File: config.mk
export PLATFORM = sky130hd
export DESIGN_NAME = obstacle_level_engine_flat
export DESIGN_NICKNAME = d
export VERILOG_FILES = /design/src/rtl/obstacle_level_engine_if.sv /design/src/rtl/obstacle_level_engine.sv /design/src/flat_wrapper.sv
export SDC_FILE = /design/constraint.sdc
export NUM_CORES = 1
export LEC_CHECK = 0
export BUFFER_PORTS_ARGS = -buffer_cell sky130_fd_sc_hd__buf_2
export CAP_MARGIN = 20
export CORE_MARGIN = 4
export CORE_UTILIZATION = 40
export DETAILED_ROUTE_END_ITERATION = 6
export HOLD_SLACK_MARGIN = 0.08
export SYNTH_ARGS = -nofsm -noshare
export SYNTH_HDL_FRONTEND = slang
export SYNTH_SLANG_ARGS = --single-unit
File: constraint.sdc
create_clock -name clk -period 3.15 [get_ports clk]
set_clock_uncertainty 0.1 [all_clocks]
set_input_delay 0 -clock clk [delete_from_list [all_inputs] [get_ports clk]]
set_output_delay 0 -clock clk [all_outputs]
set_load 0.005 [all_outputs]
File: src/rtl/obstacle_level_engine_if.sv
// Bundles the game-control inputs and renderer-facing outputs of the obstacle/level engine.
// The engine sits on the slave side; the master side drives tick/start/jump_height.
interface obstacle_level_engine_if #(
  parameter int NUM_OBS = 4,
  parameter int X_W     = 11,
  parameter int JH_W    = 10,
  parameter int TIME_W  = 11,
  parameter int LVL_W   = 3
);
  logic                   tick;
  logic                   start;
  logic [JH_W-1:0]        jump_height;
  logic [NUM_OBS*X_W-1:0] obs_x;
  logic [NUM_OBS-1:0]     obs_valid;
  logic [LVL_W-1:0]       level;
  logic [TIME_W-1:0]      game_time;
  logic                   menu_screen;
  logic                   play_screen;
  logic                   win_screen;
  logic                   lose_screen;
  logic                   hit;

  modport master (
    output tick, start, jump_height,
    input  obs_x, obs_valid, level, game_time,
    input  menu_screen, play_screen, win_screen, lose_screen, hit
  );

  modport slave (
    input  tick, start, jump_height,
    output obs_x, obs_valid, level, game_time,
    output menu_screen, play_screen, win_screen, lose_screen, hit
  );
endinterface

File: src/rtl/obstacle_level_engine.sv
// Game-state FSM plus obstacle scroller for the obstacle runner: scrolls obstacles on each game tick,
// detects player collisions, advances levels and keeps game/level timers.
module obstacle_level_engine #(
  parameter int NUM_OBS     = 4,
  parameter int X_W         = 11,
  parameter int SCREEN_W    = 640,
  parameter int OBS_SPACING = 160,
  parameter int OBS_W       = 16,
  parameter int OBS_H       = 24,
  parameter int PLAYER_X    = 64,
  parameter int PLAYER_W    = 16,
  parameter int JH_W        = 10,
  parameter int TIME_W      = 11,
  parameter int LEVEL_TICKS = 600,
  parameter int NUM_LEVELS  = 3,
  parameter int SPEED0      = 2,
  parameter int SPEED_STEP  = 1
) (
  input logic                   clk,
  input logic                   reset_n,
  obstacle_level_engine_if.slave bus
);

  localparam int LVL_W = $clog2(NUM_LEVELS) + 1;
  localparam int LT_W  = $clog2(LEVEL_TICKS) + 1;

  localparam logic [X_W:0]       PLAYER_LEFT  = (X_W+1)'(PLAYER_X);
  localparam logic [X_W:0]       PLAYER_RIGHT = (X_W+1)'(PLAYER_X + PLAYER_W);
  localparam logic [X_W:0]       OBS_W_C      = (X_W+1)'(OBS_W);
  localparam logic [X_W-1:0]     WRAP_C       = X_W'(NUM_OBS * OBS_SPACING);
  localparam logic [X_W-1:0]     SCREEN_W_C   = X_W'(SCREEN_W);
  localparam logic [X_W-1:0]     SPEED0_C     = X_W'(SPEED0);
  localparam logic [X_W-1:0]     SPEED_STEP_C = X_W'(SPEED_STEP);
  localparam logic [JH_W-1:0]    OBS_H_C      = JH_W'(OBS_H);
  localparam logic [LT_W-1:0]    LT_LAST      = LT_W'(LEVEL_TICKS - 1);
  localparam logic [LVL_W-1:0]   LVL_LAST     = LVL_W'(NUM_LEVELS - 1);

  typedef enum logic [1:0] {MENU, PLAY, WIN, LOSE} state_e;

  state_e              state_q, state_d;
  logic [X_W-1:0]      obs_x_q [NUM_OBS];
  logic [X_W-1:0]      obs_x_d [NUM_OBS];
  logic [NUM_OBS-1:0]  obs_valid_q, obs_valid_d;
  logic [LVL_W-1:0]    level_q, level_d;
  logic [X_W-1:0]      speed_q, speed_d;
  logic [TIME_W-1:0]   game_time_q, game_time_d;
  logic [LT_W-1:0]     level_time_q, level_time_d;
  logic                hit_q, hit_d;
  logic                start_q;
  logic                start_edge;
  logic                collide;

  assign start_edge = bus.start & ~start_q;

  // Overlap test runs one bit wider than X_W so x+OBS_W cannot wrap near the far right edge.
  always_comb begin
    collide = 1'b0;
    for (int i = 0; i < NUM_OBS; i++) begin
      if (({1'b0, obs_x_q[i]} < PLAYER_RIGHT) && (({1'b0, obs_x_q[i]} + OBS_W_C) > PLAYER_LEFT)) begin
        collide = 1'b1;
      end
    end
    collide = collide && (bus.jump_height < OBS_H_C);
  end

  always_comb begin
    state_d      = state_q;
    obs_x_d      = obs_x_q;
    level_d      = level_q;
    speed_d      = speed_q;
    game_time_d  = game_time_q;
    level_time_d = level_time_q;
    hit_d        = 1'b0;
    obs_valid_d  = '0;

    case (state_q)
      MENU: begin
        if (start_edge) begin
          state_d      = PLAY;
          level_d      = '0;
          speed_d      = SPEED0_C;
          game_time_d  = '0;
          level_time_d = '0;
          for (int i = 0; i < NUM_OBS; i++) begin
            obs_x_d[i] = X_W'(SCREEN_W + i * OBS_SPACING);
          end
        end
      end

      PLAY: begin
        if (bus.tick) begin
          if (collide) begin
            state_d = LOSE;
            hit_d   = 1'b1;
          end else begin
            // Wrapping by the full rotation length keeps the spawn pitch between obstacles intact.
            for (int i = 0; i < NUM_OBS; i++) begin
              if (obs_x_q[i] >= speed_q) begin
                obs_x_d[i] = obs_x_q[i] - speed_q;
              end else begin
                obs_x_d[i] = obs_x_q[i] + WRAP_C - speed_q;
              end
            end
            if (game_time_q != '1) begin
              game_time_d = game_time_q + 1'b1;
            end
            if (level_time_q == LT_LAST) begin
              level_time_d = '0;
              if (level_q == LVL_LAST) begin
                state_d = WIN;
              end else begin
                level_d = level_q + 1'b1;
                speed_d = speed_q + SPEED_STEP_C;
              end
            end else begin
              level_time_d = level_time_q + 1'b1;
            end
          end
        end
      end

      WIN, LOSE: begin
        if (start_edge) begin
          state_d = MENU;
        end
      end

      default: state_d = MENU;
    endcase

    for (int i = 0; i < NUM_OBS; i++) begin
      obs_valid_d[i] = (state_d != MENU) && (obs_x_d[i] < SCREEN_W_C);
    end
  end

  always_ff @(posedge clk or negedge reset_n) begin
    if (!reset_n) begin
      state_q      <= MENU;
      level_q      <= '0;
      speed_q      <= SPEED0_C;
      game_time_q  <= '0;
      level_time_q <= '0;
      hit_q        <= 1'b0;
      start_q      <= 1'b0;
      obs_valid_q  <= '0;
      for (int i = 0; i < NUM_OBS; i++) begin
        obs_x_q[i] <= X_W'(SCREEN_W + i * OBS_SPACING);
      end
    end else begin
      state_q      <= state_d;
      level_q      <= level_d;
      speed_q      <= speed_d;
      game_time_q  <= game_time_d;
      level_time_q <= level_time_d;
      hit_q        <= hit_d;
      start_q      <= bus.start;
      obs_valid_q  <= obs_valid_d;
      obs_x_q      <= obs_x_d;
    end
  end

  always_comb begin
    bus.obs_x = '0;
    for (int i = 0; i < NUM_OBS; i++) begin
      bus.obs_x[i*X_W +: X_W] = obs_x_q[i];
    end
  end

  assign bus.obs_valid   = obs_valid_q;
  assign bus.level       = level_q;
  assign bus.game_time   = game_time_q;
  assign bus.hit         = hit_q;
  assign bus.menu_screen = (state_q == MENU);
  assign bus.play_screen = (state_q == PLAY);
  assign bus.win_screen  = (state_q == WIN);
  assign bus.lose_screen = (state_q == LOSE);

endmodule

File: src/flat_wrapper.sv
// flat-port wrapper written by rule: the top's interface ports become plain ports
module obstacle_level_engine_flat 
#(
  parameter int NUM_OBS     = 4,
  parameter int X_W         = 11,
  parameter int SCREEN_W    = 640,
  parameter int OBS_SPACING = 160,
  parameter int OBS_W       = 16,
  parameter int OBS_H       = 24,
  parameter int PLAYER_X    = 64,
  parameter int PLAYER_W    = 16,
  parameter int JH_W        = 10,
  parameter int TIME_W      = 11,
  parameter int LEVEL_TICKS = 600,
  parameter int NUM_LEVELS  = 3,
  parameter int SPEED0      = 2,
  parameter int SPEED_STEP  = 1
)
  (clk, reset_n, bus_tick, bus_start, bus_jump_height, bus_obs_x, bus_obs_valid, bus_level, bus_game_time, bus_menu_screen, bus_play_screen, bus_win_screen, bus_lose_screen, bus_hit);
  obstacle_level_engine_if #(.NUM_OBS(NUM_OBS), .X_W(X_W), .JH_W(JH_W), .TIME_W(TIME_W), .LVL_W(3)) bus_i ();
  input logic clk;
  input logic reset_n;
  input wire logic [$bits(bus_i.tick)-1:0] bus_tick;
  input wire logic [$bits(bus_i.start)-1:0] bus_start;
  input wire logic [$bits(bus_i.jump_height)-1:0] bus_jump_height;
  output wire logic [$bits(bus_i.obs_x)-1:0] bus_obs_x;
  output wire logic [$bits(bus_i.obs_valid)-1:0] bus_obs_valid;
  output wire logic [$bits(bus_i.level)-1:0] bus_level;
  output wire logic [$bits(bus_i.game_time)-1:0] bus_game_time;
  output wire logic [$bits(bus_i.menu_screen)-1:0] bus_menu_screen;
  output wire logic [$bits(bus_i.play_screen)-1:0] bus_play_screen;
  output wire logic [$bits(bus_i.win_screen)-1:0] bus_win_screen;
  output wire logic [$bits(bus_i.lose_screen)-1:0] bus_lose_screen;
  output wire logic [$bits(bus_i.hit)-1:0] bus_hit;
  assign bus_i.tick = bus_tick;
  assign bus_i.start = bus_start;
  assign bus_i.jump_height = bus_jump_height;
  assign bus_obs_x = bus_i.obs_x;
  assign bus_obs_valid = bus_i.obs_valid;
  assign bus_level = bus_i.level;
  assign bus_game_time = bus_i.game_time;
  assign bus_menu_screen = bus_i.menu_screen;
  assign bus_play_screen = bus_i.play_screen;
  assign bus_win_screen = bus_i.win_screen;
  assign bus_lose_screen = bus_i.lose_screen;
  assign bus_hit = bus_i.hit;
  obstacle_level_engine #(.NUM_OBS(NUM_OBS), .X_W(X_W), .SCREEN_W(SCREEN_W), .OBS_SPACING(OBS_SPACING), .OBS_W(OBS_W), .OBS_H(OBS_H), .PLAYER_X(PLAYER_X), .PLAYER_W(PLAYER_W), .JH_W(JH_W), .TIME_W(TIME_W), .LEVEL_TICKS(LEVEL_TICKS), .NUM_LEVELS(NUM_LEVELS), .SPEED0(SPEED0), .SPEED_STEP(SPEED_STEP)) u_core (.clk(clk), .reset_n(reset_n), .bus(bus_i));
endmodule
==> flow_metrics.tcl <==
set metrics [dict create \
    max_slew_margin_pct 53.6 \
    syn_to_final_growth_pct 30.1 \
    ff_latch_area_sq_mm 0.00222 \
    whs_ns 0.0982 \
    clk_latency_ns 0.36 \
    hold_class "primary input to async pin" \
    path_max_fanout 2 \
    endpoint "u_core.bus.obs_valid[1]" \
    syn_area_sq_mm 0.00834 \
    synthArstFlopShare_pct 100 \
    cts_sinks 88 \
    io_pins 81 \
    yosysSeqAreaShare_pct 26.6 \
    stdcell_count 1431 \
    drt_iter0_markers 583 \
    crit_required_ns 3.30 \
    startpoint "u_core.speed_q[1]" \
    synth_ff_type "dfrtp_1" \
    syn-num-nets 1084 \
    synth_top_area_share_pct 22.5 \
    num-fill-cells 1888 \
    crit_path_start_kind "flip-flop" \
    multi_input_area_sq_mm 0.00609 \
    via_per_inst 5.42 \
    timing.rr.end "u_core.bus.obs_valid[1]" \
    cts_buffers 9 \
    grt_pass1_wl_microns 40900 \
    synth_area_leaders "dfrtp_1, ha_1, fa_1, xnor2_1, nand2_1" \
    htreeDepth 3 \
    timing.fmax_ghz 0.300 \
    finalWirelength_microns 25300 \
    path_depth 13 \
    cts_tree "done" \
    outcome "complete, but fails checks" \
    num-nets-final 1299 \
    syn_avg_cell_area_sq_um 8.87 \
    drc_errors 0 \
    hold_violations 0 \
    finalMaxSlewViolations 0 \
    crit_type "flip-flop to flip-flop" \
    ys_types 68 \
    rsz0062_at_grt "yes" \
    io_buffers 77 \
    final_util_pct 53.3 \
    max-cap-violations 0 \
    gr-total-overflow 0 \
    clock_path_buffers 2 \
    layout-drive-gt1-share_pct 28.1 \
    max-vdd-ir-drop_mv 0.450 \
    grt_max_degree 50 \
    path_clk_slew_ns 0.07 \
    end_kind "flip-flop" \
    placed_cells 1386 \
    path_cells "clkinvlp_4, buf_6, ha_4, inv_2, fa_1, nor2b_4, o2111a_1, or4b_4, a2111oi_4, a311oi_2, o21a_1, xnor2_2, o2111a_1" \
    rr_startpoint "u_core.speed_q[1]" \
    die_area_sq_mm 0.0232 \
    ff2ff_path_depth 13 \
    wl_per_cell_microns 17.7 \
    synth-edff-count 0 \
    vias 7752 \
    gr-usage-all-layers_pct 21.6 \
    cpMaxStageDelayCell "or4b_4" \
    grt_antenna_before_repair 0 \
    period_needed_ns 3.33 \
    first_pass_iters 5 \
    power_w 0.0134 \
    synth_area_leader_cell "dfrtp_1" \
    start_util_pct 41.0 \
    core.rowCount 52 \
    reg2reg_setup_slack_ns -0.18 \
    cts-root-buf "clkbuf_16" \
    max_stage_delay_ns 0.57 \
    layout_setup_ws_ns -0.182 \
    grt_pass1_vias 7642 \
    path_common_cell "o2111a_1" \
    gp_congestion 0.907 \
    dp_slack_ns -0.200 \
    timing.final.crit_share_pct 106 \
    powerDensity_mw_per_mm2 1230 \
    dieHeight_microns 152 \
    arrival_ns 3.48 \
    antenna_left 0 \
    syn-instance-count 941 \
    max_slew.worst_pin.slew_ns 0.696 \
    path_buf_inv 3 \
    critPathTopFamily "compound AO/OA/AOI/OAI gates" \
    final-setup-viol-count 2 \
    violations "negative setup slack" \
    yosys_warnings 0 \
    leakage_nw 4.93 \
    core-area_sq_mm 0.0204 \
    ys_ff_latch 88 \
    n_antenna_cell 0 \
    die-width_microns 152 \
    dpl.hpwl_microns 19300 \
]
## cell usage in the layout, fill, tap and decap left out, types with 8 or more instances in the layout
cell	instances
nand3_1	38
a31oi_1	13
ha_1	83
o211ai_1	10
clkbuf_16	9
nand4_1	10
nand2_1	94
o21ai_0	66
xor2_1	21
fa_1	30
nor2_1	70
dfrtp_1	74
buf_4	137
nor4_1	11
dfstp_2	13
a211oi_1	9
nand3b_1	12
xnor2_1	56
nor3_1	12
inv_1	68
buf_2	76
mux2i_1	20
o21a_1	8
a21oi_1	27
## logic make-up (layout without fill, tap and decap cells)
family	after synthesis	after routing	synth area share, %
buf+inv	99	319	4.57
xor+xnor	78	78	8.19
compound gates	223	223	17.8
fa+ha+maj	129	129	22.6
simple gates	302	302	17.6
flops	88	88	26.6
mux	22	22	2.67
## layer usage
metal | wire length, microns | part of all wire (%) | track usage, %
met5 | 0 | 0 | 0
met4 | 491 | 1.9 | 6.92
met2 | 11800 | 47 | 35.4
met3 | 1230 | 4.9 | 2.19
met1 | 11800 | 46 | 30.1
## Yosys cell counts (16+ instances only)
cell type  instances
a21oi_1           33
a31oi_1           16
clkbuf_1          16
dfrtp_1           75
fa_1              36
ha_1              93
inv_1             74
mux2i_1           20
nand2_1           96
nand3_1           38
nor2_1            70
o21ai_0           71
xnor2_1           57
xor2_1            21
## power breakdown
group / switching [W] / internal [W] / total, W
clock: 0.000502 / 0.000642 / 0.00114
sequential: 0.000608 / 0.00163 / 0.00224
combinational: 0.00505 / 0.00497 / 0.0100
## stage by stage
step | TNS, ns | area [sq um]
floorplan | -0.269 | 8390
global placement | -0.643 | 9980
detailed placement | -0.823 | 9980
CTS | -0.373 | 10500
global route | -0.896 | 10900
finish | -0.245 | 10900
## worst min path at each step
stage	end	slack, ns
6_report	u_core.level_time_q[3]	0.1
5_1_grt	u_core.level_time_q[3]	0.20
4_1_cts	u_core.level_time_q[3]	0.13
3_5_place_dp	u_core.level_time_q[3]	-0.02
3_3_place_gp	u_core.level_time_q[3]	-0.04
2_1_floorplan	u_core.bus.game_time[0]	-0.40
## final cells by class
class | count | share of cell area, %
multi-input combinational | 754 | 56.1
clock buffer | 10 | 2.20
inverter | 75 | 2.66
tap | 270 | 3.11
sequential | 88 | 20.4
clock inverter | 6 | 0.622
timing repair buffer | 228 | 14.9
## sequential cells by signal, indices dropped and copies added (netlist names)
register	flops
u_core.level_time_q	11
u_core.bus.level	3
u_core.bus.hit	1
u_core.speed_q	11
u_core.start_q	1
u_core.bus.obs_x	44
u_core.bus.obs_valid	4
u_core.state_q	2
u_core.bus.game_time	11
## timing repair
action | in CTS | in global routing
setup buffers | 8 | 14
hold buffers | 7 | 0
gates cloned | 0 | 0
gates resized for setup | 24 | 46
endpoints found under the hold margin | 51 | 0
pin swaps | 11 | 39
endpoints found under the setup margin | 10 | 29
No activity file was read; power rests on OpenSTA's default activity.
